File: src/rtl/seq_divider.sv
// seq_divider: multi-cycle signed restoring divider (define SEQ_DIVIDER_UNSIGNED_EN to add the signed_op port)
module seq_divider #(
  parameter int WIDTH = 32
) (
  input  logic             clock,
  input  logic             clear,
  input  logic             start,
`ifdef SEQ_DIVIDER_UNSIGNED_EN
  input  logic             signed_op,
`endif
  input  logic [WIDTH-1:0] dividend,
  input  logic [WIDTH-1:0] divisor,
  output logic [WIDTH-1:0] quotient,
  output logic [WIDTH-1:0] remainder,
  output logic             busy,
  output logic             done,
  output logic             div_by_zero
);
  localparam int CW = $clog2(WIDTH);
  typedef enum logic [1:0] {IDLE, RUN, FIX} state_t;
  state_t           state;
  logic [CW-1:0]    cnt;
  logic [WIDTH-1:0] rem, quo, dvs, dvd;
  logic             neg_q, neg_r, zero, sgn, dn, ds;
  logic [WIDTH:0]   shifted, trial;
`ifdef SEQ_DIVIDER_UNSIGNED_EN
  assign sgn = signed_op;
`else
  assign sgn = 1'b1;
`endif
  always_comb begin
    dn      = sgn & dividend[WIDTH-1];
    ds      = sgn & divisor[WIDTH-1];
    shifted = {rem, quo[WIDTH-1]};
    trial   = shifted - {1'b0, dvs};
  end
  always_ff @(posedge clock) begin
    if (clear) begin
      state       <= IDLE;
      cnt         <= '0;
      rem         <= '0;
      quo         <= '0;
      dvs         <= '0;
      dvd         <= '0;
      neg_q       <= 1'b0;
      neg_r       <= 1'b0;
      zero        <= 1'b0;
      quotient    <= '0;
      remainder   <= '0;
      busy        <= 1'b0;
      done        <= 1'b0;
      div_by_zero <= 1'b0;
    end else begin
      done <= 1'b0;
      case (state)
        IDLE: if (start) begin
          rem   <= '0;
          quo   <= dn ? -dividend : dividend;
          dvs   <= ds ? -divisor : divisor;
          dvd   <= dividend;
          neg_q <= dn ^ ds;
          neg_r <= dn;
          zero  <= divisor == '0;
          cnt   <= CW'(WIDTH - 1);
          busy  <= 1'b1;
          state <= (divisor == '0) ? FIX : RUN;
        end
        RUN: begin
          rem   <= trial[WIDTH] ? shifted[WIDTH-1:0] : trial[WIDTH-1:0];
          quo   <= {quo[WIDTH-2:0], ~trial[WIDTH]};
          cnt   <= cnt - CW'(1);
          state <= (cnt == '0) ? FIX : RUN;
        end
        FIX: begin
          quotient    <= zero ? '1 : (neg_q ? -quo : quo);
          remainder   <= zero ? dvd : (neg_r ? -rem : rem);
          div_by_zero <= zero;
          busy        <= 1'b0;
          done        <= 1'b1;
          state       <= IDLE;
        end
        default: state <= IDLE;
      endcase
    end
  end
endmodule
File: config.mk
export PLATFORM = sky130hd
export DESIGN_NAME = seq_divider
export DESIGN_NICKNAME = d
export VERILOG_FILES = /design/src/rtl/seq_divider.sv
export SDC_FILE = /design/constraint.sdc
export NUM_CORES = 1
export LEC_CHECK = 0
export CAP_MARGIN = 0
export CORE_MARGIN = 2
export CORE_UTILIZATION = 25
export DETAILED_ROUTE_END_ITERATION = 12
export GPL_ROUTABILITY_DRIVEN = 1
export HOLD_SLACK_MARGIN = 0.03
export PLACE_DENSITY = 0.52
export SLEW_MARGIN = 20
export SYNTH_ARGS = -nofsm -noshare
export SYNTH_HDL_FRONTEND = slang
export SYNTH_SLANG_ARGS = --single-unit
File: constraint.sdc
create_clock -name clock -period 10.7 [get_ports clock]
set_input_delay 1.605 -clock clock [delete_from_list [all_inputs] [get_ports clock]]
set_output_delay 1.605 -clock clock [all_outputs]
set_load 0.1 [all_outputs]
Word-level counts from Yosys, hierarchy flattened. Cells that the tools add are included.

Bits in registers: 205. Bits of input ports: 67. Output and inout port bits: 67. Word-level logic and storage cells: 53.

$add $sub $neg: 6. Equality and inequality tests: 3. Multiplexer cells: 20. Bitwise gates (word level): 2. Reductions and logical operators: 8.

Operator list (number): $mux W32 (9); $neg A32 Y32 (4); $pmux W32 S2 (2); $sub A33 B32 Y33 (1); $logic_not A32 Y1 (1); $pmux W5 S2 (1); $mux W2 (3); $reduce_and A2 Y1 (3); $logic_not A5 Y1 (1); $mux W5 (1); $sub A5 B1 Y5 const B (1); $pmux W2 S2 (1); $reduce_bool A2 Y1 (2); $eq A2 B1 Y1 const B (1); $eq A2 B2 Y1 const B (1); $logic_not A2 Y1 (1); $mux W1 (2); $ne A2 B2 Y1 const B (1); $pmux W1 S2 (1); $not A1 Y1 (1); $xor A1 B1 Y1 (1).

Logic depth before layout (Yosys ltp). Gate-level depths: netlist (run 1).

Depth after elaboration: 4. Depth in mapped cells: 15. Depth with buffers taken out: 13.

Worst setup path after synthesis (run 1). No wires, ideal clock.

Path kind: input port to flip-flop. From: input port dividend[3]. To: register quo[29]. Library setup time: 0.114 ns. Data arrival time: 4.654 ns. Required time: 10.586 ns. Setup slack: 5.931 ns. Cell stages on the path: 10. Buffers on the path: 0. Path through: or3_4 or3_4 or4_4 or2_1 or4_1 or2_4 or3_4 o31ai_1 xor2_1 a2111oi_0.

Word-level cells in the longest chain between the ends: 4.

Ends and longest elaborated chain: start: declaration (RTL line 11) `input logic [WIDTH-1:0] dividend,`; $neg A32 Y32 (RTL line 58) `quo <= dn ? -dividend : dividend;`; $mux W32 (RTL line 58); $mux W32 (RTL line 56) `IDLE: if (start) begin`; $pmux W32 S2 (RTL line 55) `case (state)`; end signal: assignment (RTL line 58); end signal: assignment (RTL line 70) `quo <= {quo[WIDTH-2:0], ~trial[WIDTH]};`; end: declaration (RTL line 23) `logic [WIDTH-1:0] rem, quo, dvs, dvd;`.

Every way passes these cells. The select of a mux whose other input is x is not followed. A chain may end at the register's enable or synchronous reset.

Worst setup path after layout (run 1).
From: input port dividend[0]. To: register quo[29].

The elaborated chain is that of the path after synthesis.

==> flow_metrics.tcl, run 1 <==
set metrics [dict create \
    outcome "complete, no violations" \
    timing.critical_path.to_type "register" \
    final-seq-area_sq_mm 0.004085 \
    initial_core_util 0.2519 \
    min_path_type "register to register" \
    rsz0062_at_grt "false" \
    p_seq_frac 0.379 \
    antenna_found_initial 0 \
    avgRoutedWirePerCell_microns 16.56 \
    worst-setup-path-type "input pin to register" \
    static-leakage-power_nw 5.189 \
    setup.reg_to_reg.worst_slack_ns 6.93 \
    final_period_utilization 0.4740 \
    groute.usage.overall 0.1487 \
    drt-total-wl_mm 36.55 \
    post_synth.cell_area_avg_sq_um 7.781 \
    worst-path-max-fanout 5 \
    synth_cells 1501 \
    pin_count_of_the_biggest_net_entering_global_routing 103 \
    fillers 4968 \
    p_sw_frac 0.2989 \
    timing_worst_slew_pin_value_ns 1.044 \
    final_antenna_net_count 0 \
    cts_hold_repair.buffers 0 \
    synthesized_netlist_net_count 1606 \
    layout.nets 1686 \
    globalplace.congestion 0.8336 \
    p_int_w 0.001566 \
    ys.warnings.count 0 \
    detailedRoute.firstPassIterationCount 8 \
    worstHoldEndpoint "remainder[13]$_SDFFE_PP0P_" \
    reg2reg_from "quo[31]$_SDFFE_PP0P_" \
    cts.root.buffer_cell "sky130_fd_sc_hd__clkbuf_16" \
    synth_edf_count 0 \
    power_frac_comb 0.196 \
    worstSkewPairLatency_ns 0.55 \
    placeableCoreArea_sq_mm 0.04636 \
    switchingPower_w 0.0006677 \
    cts_sinks 204 \
    syn-cell-area_sq_mm 0.01168 \
    area_used_by_multi_input_combinational_logic_sq_mm 0.007052 \
    finalHoldViolations 0 \
    seq_area_frac_synth 0.3497 \
    r2r-end "rem[27]$_SDFFE_PP0P_" \
    hold_path_startpoint "remainder[13]$_SDFFE_PP0P_" \
    cts_setup_buffers 0 \
    synth_cell_type_count 60 \
    grt_overflow_total 0 \
    clk_transition_reported_paths_ns 0.06 \
    ratio_of_total_power_to_cell_area_mw_per_mm2 154.5 \
    layout_cells_sized_above_1 0.04938 \
    yosys_register_bits 204 \
    htreeDepth 1 \
    setup-violations-final 0 \
    max-slew-margin-rel 0.3040 \
    vias_per_cell 4.911 \
    timing.setup.tns_ns 0 \
    place_ws_ns 5.119 \
    dr.first_iter.drc_count 831 \
    placement_rows 79 \
    max-cap-violations 0 \
    drc_errors 0 \
    global_route_wire_length_before_repair_mm 57.55 \
    final.min_clock_period_ns 5.072 \
    numCtsBuffers 27 \
    max_buffers_root_to_sink 3 \
    arrival_ns 5.48 \
    ioPinCount 134 \
    r2r_cells 13 \
    total_vias_in_the_final_route 10844 \
    holdPathStages 2 \
    achievable-frequency_mhz 197.2 \
    die_area_sq_mm 0.04846 \
    ctsResizeCount 0 \
    die_height_microns 220.1 \
    final.setup.worst_slack_ns 5.628 \
    detailed_placer_s_ending_hpwl_mm 27.02 \
    share_clk_of_total_power 0.425 \
    overall_die_width_microns 220.1 \
    ys.flop_type "sky130_fd_sc_hd__dfxtp_1" \
    finalClockSkew_ns 0.01682 \
    worst_ep_required_time_ns 11.11 \
    critPathLaunchType "input pin" \
    tritoncts "yes" \
    asyncSetResetFlopFracSynth 0 \
    areaGrowthSynthToFinish_pct 23.78 \
    finalMaxSlewViolations 0 \
    port_buffers 133 \
    worst_ir_drop_vdd_mv 0.09528 \
    grt_pass1_vias 10407 \
]
==> cell type report <==
| cell class | count | share of cell area |
|---|---|---|
| diodes | 1 | 0.0001731 |
| inverters | 50 | 0.01298 |
| clock buffers | 36 | 0.05184 |
| repair buffers | 147 | 0.09945 |
| clock inverters | 12 | 0.01264 |
| multi-input cells | 1151 | 0.4878 |
| flip-flops and latches | 204 | 0.2826 |
| well taps | 607 | 0.05254 |
==> power groups by stage <==
stage	clock network [W]	logic [W]	registers [W]
floorplan	0	0.000294	0.000875
global placement	0	0.000436	0.000861
detailed placement	0	0.000440	0.000863
CTS	0.000976	0.000442	0.000847
global route	0.00100	0.000487	0.000854
finish	0.000949	0.000439	0.000847
==> flip-flops by register name, indices dropped and copies added (netlist names), 2 cells and up <==
signal and count:
cnt 5, dvd 32, dvs 32, quo 32, quotient 32, rem 32
remainder 32, state 2
==> logic make-up (layout without fill, tap and decap cells) <==
family	after synthesis	count (layout)	share of synthesized area
flip-flops	204	204	0.3497
buffers and inverters	146	245	0.04735
multiplexers	28	28	0.02411
AND/OR/NAND/NOR	507	507	0.1928
XOR/XNOR	149	149	0.1117
other	0	1	0
adder cells (fa/ha/maj)	38	38	0.04135
AO/OA/AOI/OAI	429	429	0.2329
==> routing by layer <==
layer	share of wire	vias to the layer above	GRT usage	wire, microns
li1	-	5465	-	-
met1	0.48	5112	0.2032	17500
met2	0.46	223	0.2477	16910
met3	0.039	44	0.01801	1433
met4	0.019	0	0.03893	708
met5	0	-	0	0
==> per-stage QoR <==
step	cells	util	hold WS [ns]	power, W	cell area [sq um]
after floorplan	1501	-	0.4360	0.001169	11680
after global placement	2159	0.2916	0.4457	0.001298	13520
after detailed placement	2159	0.2916	0.4480	0.001303	13520
after CTS	2207	0.3117	0.4559	0.002265	14450
after global routing	2207	0.3118	0.4682	0.002345	14450
final	2208	0.3118	0.4529	0.002234	14460
==> critical path, stage by stage <==
cell,delay (ns)
sky130_fd_sc_hd__clkdlybuf4s50_1,0.53
sky130_fd_sc_hd__or3_4,0.45
sky130_fd_sc_hd__or3_4,0.35
sky130_fd_sc_hd__or4_4,0.44
sky130_fd_sc_hd__or2_1,0.26
sky130_fd_sc_hd__or4_1,0.44
sky130_fd_sc_hd__or2_4,0.28
sky130_fd_sc_hd__or3_4,0.35
sky130_fd_sc_hd__o31ai_1,0.25
sky130_fd_sc_hd__xor2_1,0.12
sky130_fd_sc_hd__a2111oi_0,0.40
==> cells in the mapped netlist (10+ instances only) <==
master                     number  area share
sky130_fd_sc_hd__o41ai_1       19       0.014
sky130_fd_sc_hd__buf_1         11      0.0035
sky130_fd_sc_hd__o22ai_1       29       0.016
sky130_fd_sc_hd__or3_1         17      0.0091
sky130_fd_sc_hd__nor2_1       129       0.041
sky130_fd_sc_hd__nand2b_1      13      0.0070
sky130_fd_sc_hd__dfxtp_1      204        0.35
sky130_fd_sc_hd__nor2b_1       14      0.0075
sky130_fd_sc_hd__xor2_1        79       0.059
sky130_fd_sc_hd__nor4_1        10      0.0054
sky130_fd_sc_hd__nand3_1       15      0.0064
sky130_fd_sc_hd__mux2i_1       27       0.023
sky130_fd_sc_hd__a211oi_1      38       0.024
sky130_fd_sc_hd__clkbuf_1      81       0.026
sky130_fd_sc_hd__a21oi_1      111       0.048
sky130_fd_sc_hd__o21ai_0      119       0.051
sky130_fd_sc_hd__nand2_1      251       0.081
sky130_fd_sc_hd__ha_1          37       0.040
sky130_fd_sc_hd__or4_1         14      0.0090
sky130_fd_sc_hd__a222oi_1      21       0.018
sky130_fd_sc_hd__o31ai_1       32       0.021
sky130_fd_sc_hd__nor3_1        11      0.0047
sky130_fd_sc_hd__inv_1         50       0.016
sky130_fd_sc_hd__xnor2_1       70       0.052
==> cells in the final DEF, fill, tap and decap left out, types with 5 or more instances in the layout <==
master	synthesis	final
sky130_fd_sc_hd__nand2_1	251	251
sky130_fd_sc_hd__nor3_1	11	11
sky130_fd_sc_hd__inv_1	50	50
sky130_fd_sc_hd__nand2b_1	13	13
sky130_fd_sc_hd__a21oi_1	111	111
sky130_fd_sc_hd__a211oi_1	38	38
sky130_fd_sc_hd__clkbuf_1	81	5
sky130_fd_sc_hd__buf_4	0	14
sky130_fd_sc_hd__o21a_1	7	7
sky130_fd_sc_hd__o41ai_1	19	19
sky130_fd_sc_hd__o31ai_1	32	32
sky130_fd_sc_hd__a22oi_1	5	5
sky130_fd_sc_hd__o22ai_1	29	29
sky130_fd_sc_hd__nor2b_1	14	13
sky130_fd_sc_hd__clkbuf_16	0	27
sky130_fd_sc_hd__nor2_1	129	129
sky130_fd_sc_hd__and3_1	8	8
sky130_fd_sc_hd__a21o_1	7	7
sky130_fd_sc_hd__nor4_1	10	10
sky130_fd_sc_hd__or4_1	14	14
sky130_fd_sc_hd__a222oi_1	21	21
sky130_fd_sc_hd__nand3_1	15	15
sky130_fd_sc_hd__o21ai_0	119	119
sky130_fd_sc_hd__xor2_1	79	79
sky130_fd_sc_hd__or3_1	17	17
sky130_fd_sc_hd__xnor2_1	70	70
sky130_fd_sc_hd__mux2i_1	27	27
sky130_fd_sc_hd__ha_1	37	37
sky130_fd_sc_hd__clkdlybuf4s50_1	0	132
sky130_fd_sc_hd__a31oi_1	6	6
sky130_fd_sc_hd__and2_1	8	7
sky130_fd_sc_hd__dfxtp_1	204	203
==> how the worst max path moves through the flow <==
stage | startpoint | end | slack, ns | cells past startpoint
floorplan | dividend[3] | quo[29]$_SDFFE_PP0P_ | 5.93 | 10
global placement | dividend[0] | quo[29]$_SDFFE_PP0P_ | 5.16 | 11
detailed placement | dividend[0] | quo[29]$_SDFFE_PP0P_ | 5.12 | 11
CTS | dividend[0] | quo[29]$_SDFFE_PP0P_ | 5.66 | 11
global route | dividend[0] | quo[29]$_SDFFE_PP0P_ | 5.53 | 11
finish | dividend[0] | quo[29]$_SDFFE_PP0P_ | 5.63 | 11
Power figures use the tool's default switching activity.
==> run 2, diff against run 1 <==
Settings changed: PLACE_DENSITY 0.52 to 0.53.
Clock period 10.7 ns to 4.47 ns, I/O delays scaled along.
==> run 2 against run 1 <==
  * Sequential share of layout area down 0.15 points
  * Die area unchanged
  * First-iteration DRC count up 9.3%
  * Sequential power up 140%
  * Core utilization up 0.16 points
  * Combinational power up 140%
  * Critical path type unchanged
  * Critical endpoint unchanged
  * Largest power group unchanged
  * Highest routed layer unchanged
==> flow_metrics.tcl, run 2 (synthesized netlist as in run 1, its figures left out) <==
set metrics [dict create \
    globalplace.congestion 0.8587 \
    finalClockSkew_ns 0.01444 \
    final_period_utilization 0.8878 \
    most_used_cells_in_the_layout_excluding_fill_and_tap_cells "251 x sky130_fd_sc_hd__nand2_1, 203 x sky130_fd_sc_hd__dfxtp_1, 132 x sky130_fd_sc_hd__clkdlybuf4s50_1" \
    final.setup.worst_slack_ns 0.5014 \
    finalMaxSlewViolations 0 \
    pin_count_of_the_biggest_net_entering_global_routing 99 \
    setup-violations-final 0 \
    final_antenna_net_count 0 \
    max_buffers_root_to_sink 3 \
    place_ws_ns -0.009889 \
    layout.nets 1697 \
    layout_cells_sized_above_1 0.05525 \
    groute.usage.overall 0.1485 \
    arrival_ns 4.39 \
    min_path_type "register to register" \
    share_clk_of_total_power 0.416 \
    avgRoutedWirePerCell_microns 16.50 \
    initial_core_util 0.2519 \
    p_int_w 0.003720 \
    cts.root.buffer_cell "sky130_fd_sc_hd__clkbuf_16" \
    static-leakage-power_nw 5.251 \
    timing.critical_path.to_type "register" \
    antenna_found_initial 1 \
    outcome "complete, no violations" \
    switchingPower_w 0.001579 \
    postLayoutCellArea_sq_mm 0.01453 \
    drt-total-wl_mm 36.61 \
    grt_overflow_total 0 \
    finalHoldViolations 0 \
    worst_ep_required_time_ns 4.89 \
    worst-setup-path-type "input pin to register" \
    htreeDepth 1 \
    overall_die_width_microns 220.1 \
    worst-path-max-fanout 3 \
    global_route_wire_length_before_repair_mm 57.50 \
    vias_per_cell 4.897 \
    die_height_microns 220.1 \
    critPathLaunchType "input pin" \
    timing_worst_slew_pin_value_ns 1.076 \
    cts_sinks 204 \
    ctsResizeCount 0 \
    dpl_cell_area_sq_mm 0.01363 \
    max-slew-margin-rel 0.2826 \
    die_area_sq_mm 0.04846 \
    cts_hold_repair.buffers 0 \
    numCtsBuffers 26 \
    final.min_clock_period_ns 3.969 \
    ratio_of_total_power_to_cell_area_mw_per_mm2 364.6 \
    rsz0062_at_grt "false" \
    placeableCoreArea_sq_mm 0.04636 \
    dr.first_iter.drc_count 908 \
    area_used_by_multi_input_combinational_logic_sq_mm 0.007052 \
    drc_errors 0 \
    max-cap-violations 0 \
    areaGrowthSynthToFinish_pct 24.44 \
    placement_rows 79 \
    p_seq_frac 0.383 \
    cts_setup_buffers 0 \
    detailed_placer_s_ending_hpwl_mm 27.26 \
    mostFrequentLayoutCell "sky130_fd_sc_hd__nand2_1" \
    utilization 0.3135 \
    ioPinCount 134 \
    grt_pass1_vias 10335 \
    detailedRoute.firstPassIterationCount 7 \
    port_buffers 133 \
    total_vias_in_the_final_route 10866 \
    tritoncts "yes" \
    worstSkewPairLatency_ns 0.54 \
    fillers 4937 \
    achievable-frequency_mhz 252.0 \
    power_frac_comb 0.200 \
    clk_transition_reported_paths_ns 0.06 \
    final-seq-area_sq_mm 0.004085 \
    p_sw_frac 0.2981 \
    worst_ir_drop_vdd_mv 0.2443 \
]
## run 2: changes by cell type in the layout (fill, tap and decap cells not counted), sizes merged
cell and delta:
buf +12, clkbuf -1, clkinv +3, clkinvlp -3
## run 2: layer usage
| layer | vias up | wire length [microns] | track usage | part of all wire |
|---|---|---|---|---|
| met2 | 239 | 16740 | 0.2435 | 0.46 |
| met1 | 5076 | 17460 | 0.2049 | 0.48 |
| li1 | 5503 | - | - | - |
| met4 | 0 | 716 | 0.03893 | 0.020 |
| met5 | - | 0 | 0 | 0 |
| met3 | 48 | 1684 | 0.01966 | 0.046 |
## run 2: worst paths after layout
check	to	slack [ns]	cells after the start	startpoint
max	quo[29]$_SDFFE_PP0P_	0.50	11	dividend[3]
min	remainder[4]$_SDFFE_PP0P_	0.45	2	remainder[4]$_SDFFE_PP0P_
max reg2reg	rem[9]$_SDFFE_PP0P_	0.76	13	quo[31]$_SDFFE_PP0P_
min reg2reg	remainder[4]$_SDFFE_PP0P_	0.45	2	remainder[4]$_SDFFE_PP0P_
## run 2: through the flow
stage	hold slack, ns	TNS [ns]	total power (W)	std cells
after floorplan	0.4360	0	0.002798	1501
after global placement	0.4459	0	0.003119	2171
after detailed placement	0.4463	-0.009889	0.003132	2171
after CTS	0.4544	0	0.005360	2218
after global routing	0.4745	0	0.005563	2218
final	0.4523	0	0.005299	2219
## run 2: worst max-delay path: stages
cell	delay, ns
sky130_fd_sc_hd__clkdlybuf4s50_1	0.43
sky130_fd_sc_hd__or3_4	0.40
sky130_fd_sc_hd__or3_4	0.39
sky130_fd_sc_hd__or4_4	0.43
sky130_fd_sc_hd__or2_1	0.27
sky130_fd_sc_hd__or4_1	0.44
sky130_fd_sc_hd__or2_4	0.26
sky130_fd_sc_hd__or3_4	0.35
sky130_fd_sc_hd__o31ai_1	0.26
sky130_fd_sc_hd__xor2_1	0.11
sky130_fd_sc_hd__a2111oi_0	0.37
## run 2: area by class of cell
| type | count | share of cell area |
|---|---|---|
| clock buffer | 35 | 0.04994 |
| timing repair buffer | 159 | 0.1066 |
| tap | 607 | 0.05226 |
| sequential | 204 | 0.2811 |
| multi-input combinational | 1151 | 0.4852 |
| clock inverter | 12 | 0.01180 |
| inverter | 50 | 0.01291 |
| antenna | 1 | 0.0001722 |
## run 2: power by group through the flow
| stage | sequential [W] | combinational [W] | clock [W] |
|---|---|---|---|
| after global routing | 0.00205 | 0.00118 | 0.00234 |
| after detailed placement | 0.00207 | 0.00106 | 0 |
| after floorplan | 0.00209 | 0.000704 | 0 |
| after CTS | 0.00203 | 0.00107 | 0.00226 |
| final | 0.00203 | 0.00106 | 0.00221 |
| after global placement | 0.00207 | 0.00105 | 0 |
==> patch 1, RTL diff (settings of run 2) <==
Add an input register stage for `clear`, `start`, `dividend` and `divisor`; this delays them by one clock.
--- a/src/rtl/seq_divider.sv
+++ b/src/rtl/seq_divider.sv
@@ -18,6 +18,19 @@
 );
   localparam int CW = $clog2(WIDTH);
   typedef enum logic [1:0] {IDLE, RUN, FIX} state_t;
+
+  logic clear_q;
+  logic start_q;
+  logic [WIDTH-1:0] dividend_q;
+  logic [WIDTH-1:0] divisor_q;
+
+  always_ff @(posedge clock) begin
+    clear_q    <= clear;
+    start_q    <= start;
+    dividend_q <= dividend;
+    divisor_q  <= divisor;
+  end
+
   state_t           state;
   logic [CW-1:0]    cnt;
   logic [WIDTH-1:0] rem, quo, dvs, dvd;
@@ -29,13 +42,13 @@
   assign sgn = 1'b1;
 `endif
   always_comb begin
-    dn      = sgn & dividend[WIDTH-1];
-    ds      = sgn & divisor[WIDTH-1];
+    dn      = sgn & dividend_q[WIDTH-1];
+    ds      = sgn & divisor_q[WIDTH-1];
     shifted = {rem, quo[WIDTH-1]};
     trial   = shifted - {1'b0, dvs};
   end
   always_ff @(posedge clock) begin
-    if (clear) begin
+    if (clear_q) begin
       state       <= IDLE;
       cnt         <= '0;
       rem         <= '0;
@@ -53,17 +66,17 @@
     end else begin
       done <= 1'b0;
       case (state)
-        IDLE: if (start) begin
+        IDLE: if (start_q) begin
           rem   <= '0;
-          quo   <= dn ? -dividend : dividend;
-          dvs   <= ds ? -divisor : divisor;
-          dvd   <= dividend;
+          quo   <= dn ? -dividend_q : dividend_q;
+          dvs   <= ds ? -divisor_q : divisor_q;
+          dvd   <= dividend_q;
           neg_q <= dn ^ ds;
           neg_r <= dn;
-          zero  <= divisor == '0;
+          zero  <= divisor_q == '0;
           cnt   <= CW'(WIDTH - 1);
           busy  <= 1'b1;
-          state <= (divisor == '0) ? FIX : RUN;
+          state <= (divisor_q == '0) ? FIX : RUN;
         end
         RUN: begin
           rem   <= trial[WIDTH] ? shifted[WIDTH-1:0] : trial[WIDTH-1:0];
Behaviour: not the same (Yosys sat finds a counterexample within 4 cycles, from zero or initial values).
==> patch 1 against run 2 <==
  * Non-clock buffer count decreased by 8
  * Routed wire length rose by 11%
  * Worst setup slack improved by 0.17 ns
  * Via count grew 11%
  * Sequential cell count grew 66
  * Largest cell class unchanged
  * Area after synthesis rose by 14%
  * Register-to-register slack got worse by 0.09 ns
  * Total power increased by 40%
  * Critical path depth up 2
  * Core utilization up 0.11 points
  * Critical path type is now reg2reg
  * Largest power group unchanged
  * Final area rose by 14%
  * Highest routed layer unchanged
==> patch 1: results (changes against run 2) <==
- Register-to-Register Setup Slack: 0.67 ns, was 0.76 ns
- FF-to-FF Start: quo[31]$_SDFFE_PP0P_, unchanged
- sequential-to-total area share from yosys stat: 0.406, was 0.350
- clock latency of the later-clocked register in the worst-skew pair: 0.56 ns, was 0.54 ns
- worst-path maximum fanout: 23, was 3
- HPWL Detailed: 29500 um, was 27300 um
- number of I/O port buffers: 133, unchanged
- Main synth FF type: dfxtp_1, unchanged
- number of H-tree levels: 2, was 1
- DR vias/cell: 4.91, was 4.90
- antenna cells: 0, was 1
- number of synthesis warnings: 0, unchanged
- fill cell instance count of the final layout: 5563, was 4937
- wire length of the first global-routing pass: 65200 um, was 57500 um
- result of the run: complete, no violations, unchanged
- depth of the worst register-to-register path: 13, unchanged
- GRT Util Overall: 0.145, was 0.149
- area of the mapped netlist: 0.0133 mm2, was 0.0117 mm2
- critical register-to-register path endpoint: rem[13]$_SDFFE_PP0P_, was rem[9]$_SDFFE_PP0P_
- cell family with the largest share of critical-path delay: compound AO/OA/AOI/OAI gates, was simple AND/OR/NAND/NOR gates
- Bufs on Longest Clock Path: 3, unchanged
- post-route antenna net violation count: 0, unchanged
- Area contributors post-synth: dfxtp_1 (41%), nand2_1 (7.4%), a21oi_1 (5.3%), xor2_1 (5.3%), xnor2_1 (4.4%), was dfxtp_1 (35%), nand2_1 (8.1%), xor2_1 (5.9%), xnor2_1 (5.2%), o21ai_0 (5.1%)
- vias in the first global route: 11700, was 10300
- final RePlAce weighted congestion: 0.855, was 0.859
- commonest cells in the netlist: dfxtp_1 (270), nand2_1 (261), a21oi_1 (141), was nand2_1 (251), dfxtp_1 (204), nor2_1 (129)
- post-CTS sizing: 0, unchanged
- number of DRC violations after detailed-routing iteration 0: 727, was 908
- CTS buffer count: 34, was 26
- maximum number of pins on one net before global-route repair: 125, was 99
- leakage component of the power: 0.00602 uW, was 0.00525 uW
- final setup skew: 0.0352 ns, was 0.0144 ns
- clock-pin transition on the worst setup and hold timing paths: 0.06 ns, about the same
- cell type of the slowest stage on the worst timing path: a211oi_1, was or4_1
- post-synth cell types: 59, was 60
- CTS Root Buffer Type: clkbuf_16, unchanged
- Arr. time, crit path: 4.25 ns, was 4.39 ns
- Worst Min Path Start: dvd[30]$_SDFFE_PP0P_, was remainder[4]$_SDFFE_PP0P_
- worst hold path endpoint: dvd[30]$_SDFFE_PP0P_, was remainder[4]$_SDFFE_PP0P_
- Peak supply drop: 223 uV, was 244 uV
- instance count along the most critical hold path: 2, unchanged
- async set-or-reset flop fraction in the synthesized netlist: 0, unchanged
- Max transition margin: 0.289, was 0.283
- final layout net count: 1836, was 1697
- delay of the slowest cell on the worst path: 0.56 ns, was 0.44 ns
- Synthesized Nets: 1760, was 1606
- buffer count from post-CTS setup fixing: 0, unchanged
- proportion of layout cells with a drive suffix above 1: 0.0581, was 0.0552
- routed length per placed instance: 16.7 um, was 16.5 um
- iteration count of the initial detailed-routing pass: 5, was 7
- number of antenna violations at the first check in global routing: 0, was 1
- minimum hold slack: 0.454 ns, was 0.452 ns
patch 1: changes by cell type after synthesis, moves of 18 or more:
cell      delta
dfxtp_1     +66
o22ai_1     -19
a21oi_1     +30
nand3_1     +58
a222oi_1    -21
o21ai_0     -32
nor2_1      -18
a22oi_1     +25
a211oi_1    +22
mux2i_1     -21
patch 1: cell type report:
class	count	share of cell area
Clock inverter	19	0.0171
Timing Repair Buffer	151	0.0908
Tap cell	688	0.0520
Clock buffer	43	0.0582
Inverter	53	0.0120
Sequential cell	270	0.327
Multi-Input combinational cell	1221	0.443
patch 1: through the flow:
step                instances  setup slack (ns)  instance area (um2)
floorplan                1655              1.35                13300
global placement         2383             0.823                15300
detailed placement       2383             0.750                15300
CTS                      2445             0.715                16600
global route             2445             0.239                16600
finish                   2445             0.673                16600
patch 1: worst max-delay path by stage:
| stage | from | end | slack (ns) | cells after the start |
|---|---|---|---|---|
| after floorplan | quo[31]$_SDFFE_PP0P_ | rem[10]$_SDFFE_PP0P_ | 1.35 | 13 |
| after global placement | quo[31]$_SDFFE_PP0P_ | rem[13]$_SDFFE_PP0P_ | 0.82 | 13 |
| after detailed placement | quo[31]$_SDFFE_PP0P_ | rem[13]$_SDFFE_PP0P_ | 0.75 | 13 |
| after CTS | quo[31]$_SDFFE_PP0P_ | rem[13]$_SDFFE_PP0P_ | 0.72 | 13 |
| after global routing | quo[31]$_SDFFE_PP0P_ | rem[13]$_SDFFE_PP0P_ | 0.24 | 13 |
| final | quo[31]$_SDFFE_PP0P_ | rem[13]$_SDFFE_PP0P_ | 0.67 | 13 |
patch 1: power by group:
group          switching [uW]  internal [uW]  total [uW]
registers                 193           2560        2760
logic                    1030            638        1660
clock network            1170           1840        3010
total                    2390           5040        7430
patch 1: logic make-up (layout without fill, tap and decap cells):
kind of cell,count (synthesis),in the layout,share of synthesized area
adders and majority gates,38,38,0.0362
muxes,6,6,0.00451
xor gates and xnor gates,147,147,0.0966
and+or+nand+nor,582,582,0.199
AOI/OAI and AO/OA,448,448,0.212
DFF,270,270,0.406
buffers and inverters,164,266,0.0465
patch 1: worst reg2reg max path: stages, from the launching register on:
cell      delay, ns
dfxtp_1        0.40
inv_1          0.09
ha_1           0.24
fa_1           0.40
nand2b_1       0.19
a21oi_1        0.22
o221ai_1       0.20
a211oi_1       0.56
or2_2          0.27
a211oi_4       0.12
xor2_2         0.45
buf_12         0.24
nor3_1         0.08
nor4_1         0.28
patch 1: metal layers:
| layer | track usage | vias to the layer above | wire length [um] |
|---|---|---|---|
| met5 | 0 | - | 0 |
| met4 | 0.0485 | 0 | 1160 |
| met3 | 0.0282 | 69 | 1670 |
| met2 | 0.235 | 228 | 18900 |
| met1 | 0.193 | 5724 | 19000 |
| li1 | - | 5987 | - |
==> patch 2, RTL diff (flow settings as in run 2) <==
Without the edit above. The parameter `WIDTH` goes from 32 to 16.
--- a/src/rtl/seq_divider.sv
+++ b/src/rtl/seq_divider.sv
@@ -1,6 +1,6 @@
 // seq_divider: multi-cycle signed restoring divider (define SEQ_DIVIDER_UNSIGNED_EN to add the signed_op port)
 module seq_divider #(
-  parameter int WIDTH = 32
+  parameter int WIDTH = 16
 ) (
   input  logic             clock,
   input  logic             clear,
Interface: changed (resized dividend, divisor, quotient and remainder); port bits go from 134 to 70. No check against the original RTL was run, so the function may have changed too.
==> patch 2 against run 2 <==
  * Worst setup slack improved by 0.90 ns
  * Area after synthesis shrank 47%
  * Total power fell by 51%
  * Clock power decreased by 64%
  * Combinational power fell by 35%
  * Sequential cell count fell by 97
  * Routed wire length fell by 53%
  * Final area is 49% lower
  * Critical path type unchanged
==> patch 2: results (changes against run 2) <==
- final setup skew: 0.00860 ns, was 0.0144 ns
- Bufs on Longest Clock Path: 2, was 3
- met2 demand-to-capacity share in global routing: 0.206, was 0.244
- number of H-tree levels: 3, was 1
- routed length per placed instance: 14.5 um, was 16.5 um
- Main synth FF type: dfxtp_1, unchanged
- CTS buffer count: 9, was 26
- number of I/O port buffers: 69, was 133
- clock-pin transition on the worst setup and hold timing paths: 0.08 ns, was 0.06 ns
- final layout net count: 905, was 1697
- iteration count of the initial detailed-routing pass: 5, was 7
- Global Route met3 Usage: 0.0265, was 0.0197
- worst-path maximum fanout: 4, was 3
- Worst Setup Slack post-DPL: 1.04 ns, was -0.00989 ns
- number of DRC violations after detailed-routing iteration 0: 388, was 908
- clock latency of the later-clocked register in the worst-skew pair: 0.36 ns, was 0.54 ns
- minimum hold slack: 0.454 ns, was 0.452 ns
- met1 routing resource usage after global routing: 0.190, was 0.205
- HPWL Detailed: 12800 um, was 27300 um
- GRT Util Overall: 0.134, was 0.149
- proportion of layout cells with a drive suffix above 1: 0.0458, was 0.0552
- Metal-1 WL: 8800 um, was 17500 um
- delay of the slowest cell on the worst path: 0.49 ns, was 0.44 ns
- Synthesized Nets: 865, was 1606
- vias in the first global route: 5317, was 10300
- commonest cells in the netlist: nand2_1 (142), dfxtp_1 (107), nor2_1 (59), was nand2_1 (251), dfxtp_1 (204), nor2_1 (129)
- wire length of the first global-routing pass: 28200 um, was 57500 um
- result of the run: complete, no violations, unchanged
- detailed route wirelength on metal3: 598 um, was 1680 um
- maximum number of pins on one net before global-route repair: 67, was 99
- Area contributors post-synth: dfxtp_1 (35%), nand2_1 (8.6%), xnor2_1 (5.6%), a21oi_1 (4.7%), ha_1 (4.4%), was dfxtp_1 (35%), nand2_1 (8.1%), xor2_1 (5.9%), xnor2_1 (5.2%), o21ai_0 (5.1%)
- Register-to-Register Setup Slack: 1.40 ns, was 0.76 ns
- async set-or-reset flop fraction in the synthesized netlist: 0, unchanged
- post-synth cell types: 55, was 60
- slew at the pin closest to its max-slew limit: 1.05 ns, was 1.08 ns
- leakage component of the power: 0.00270 uW, was 0.00525 uW
- Peak supply drop: 162 uV, was 244 uV
- CTS Root Buffer Type: clkbuf_16, unchanged
- cell type of the slowest stage on the worst timing path: or3b_2, was or4_1
- sequential-to-total area share from yosys stat: 0.345, was 0.350
- final RePlAce weighted congestion: 0.775, was 0.859
- Arr. time, crit path: 3.35 ns, was 4.39 ns
- fill cell instance count of the final layout: 2618, was 4937
- post-CTS sizing: 0, unchanged
- DR vias/cell: 4.67, was 4.90
- number of antenna violations at the first check in global routing: 0, was 1
- antenna cells: 0, was 1
- cell area after placement: 0.00717 mm2, was 0.0136 mm2
- Detail Route met2 WL: 7560 um, was 16700 um
-- patch 2: cell count changes after synthesis, moves of 31 or more --
cell / delta
nand2_1: -109
dfxtp_1: -97
xor2_1: -53
nor3_1: +31
a21oi_1: -53
clkbuf_1: -38
nor2_1: -70
o21ai_0: -76
-- patch 2: through the flow --
stage / utilization / instances
CTS: 0.307 / 1176
floorplan: - / 807
finish: 0.307 / 1176
global route: 0.307 / 1176
global placement: 0.295 / 1160
detailed placement: 0.295 / 1160
-- patch 2: cell families after synthesis --
family	Yosys count	share of synthesized area
buf+inv	81	0.0498
fa+ha+maj	23	0.0476
xor+xnor	66	0.0932
simple gates	316	0.234
compound gates	196	0.201
flops	107	0.345
mux	18	0.0292
-- patch 2: area by class of cell --
type	count	share of cell area
clock inverter	6	0.00770
tap	324	0.0543
multi-input combinational	619	0.502
inverter	32	0.0161
sequential	107	0.287
timing repair buffer	78	0.101
clock buffer	10	0.0320
-- patch 2: report_power, final --
group	switching (uW)	internal [uW]	total [uW]
clock	399	407	806
sequential	64.1	1010	1080
combinational	408	281	690
total	871	1700	2570
-- patch 2: worst min-delay path: cells and delay by family, from the launching register on --
family             cells  cell delay, ns
DFF                    1            0.31
and+or+nand+nor        1            0.05
AOI/OAI and AO/OA      1            0.05
-- patch 2: worst paths after layout --
kind | to | startpoint | depth (start not counted)
setup / recovery | state[1]$_SDFFE_PP0P_ | divisor[0] | 9
hold / removal | dvd[9]$_SDFFE_PP0P_ | dvd[9]$_SDFFE_PP0P_ | 2
setup reg to reg | rem[14]$_SDFFE_PP0P_ | quo[15]$_SDFFE_PP0P_ | 12
hold reg to reg | dvd[9]$_SDFFE_PP0P_ | dvd[9]$_SDFFE_PP0P_ | 2
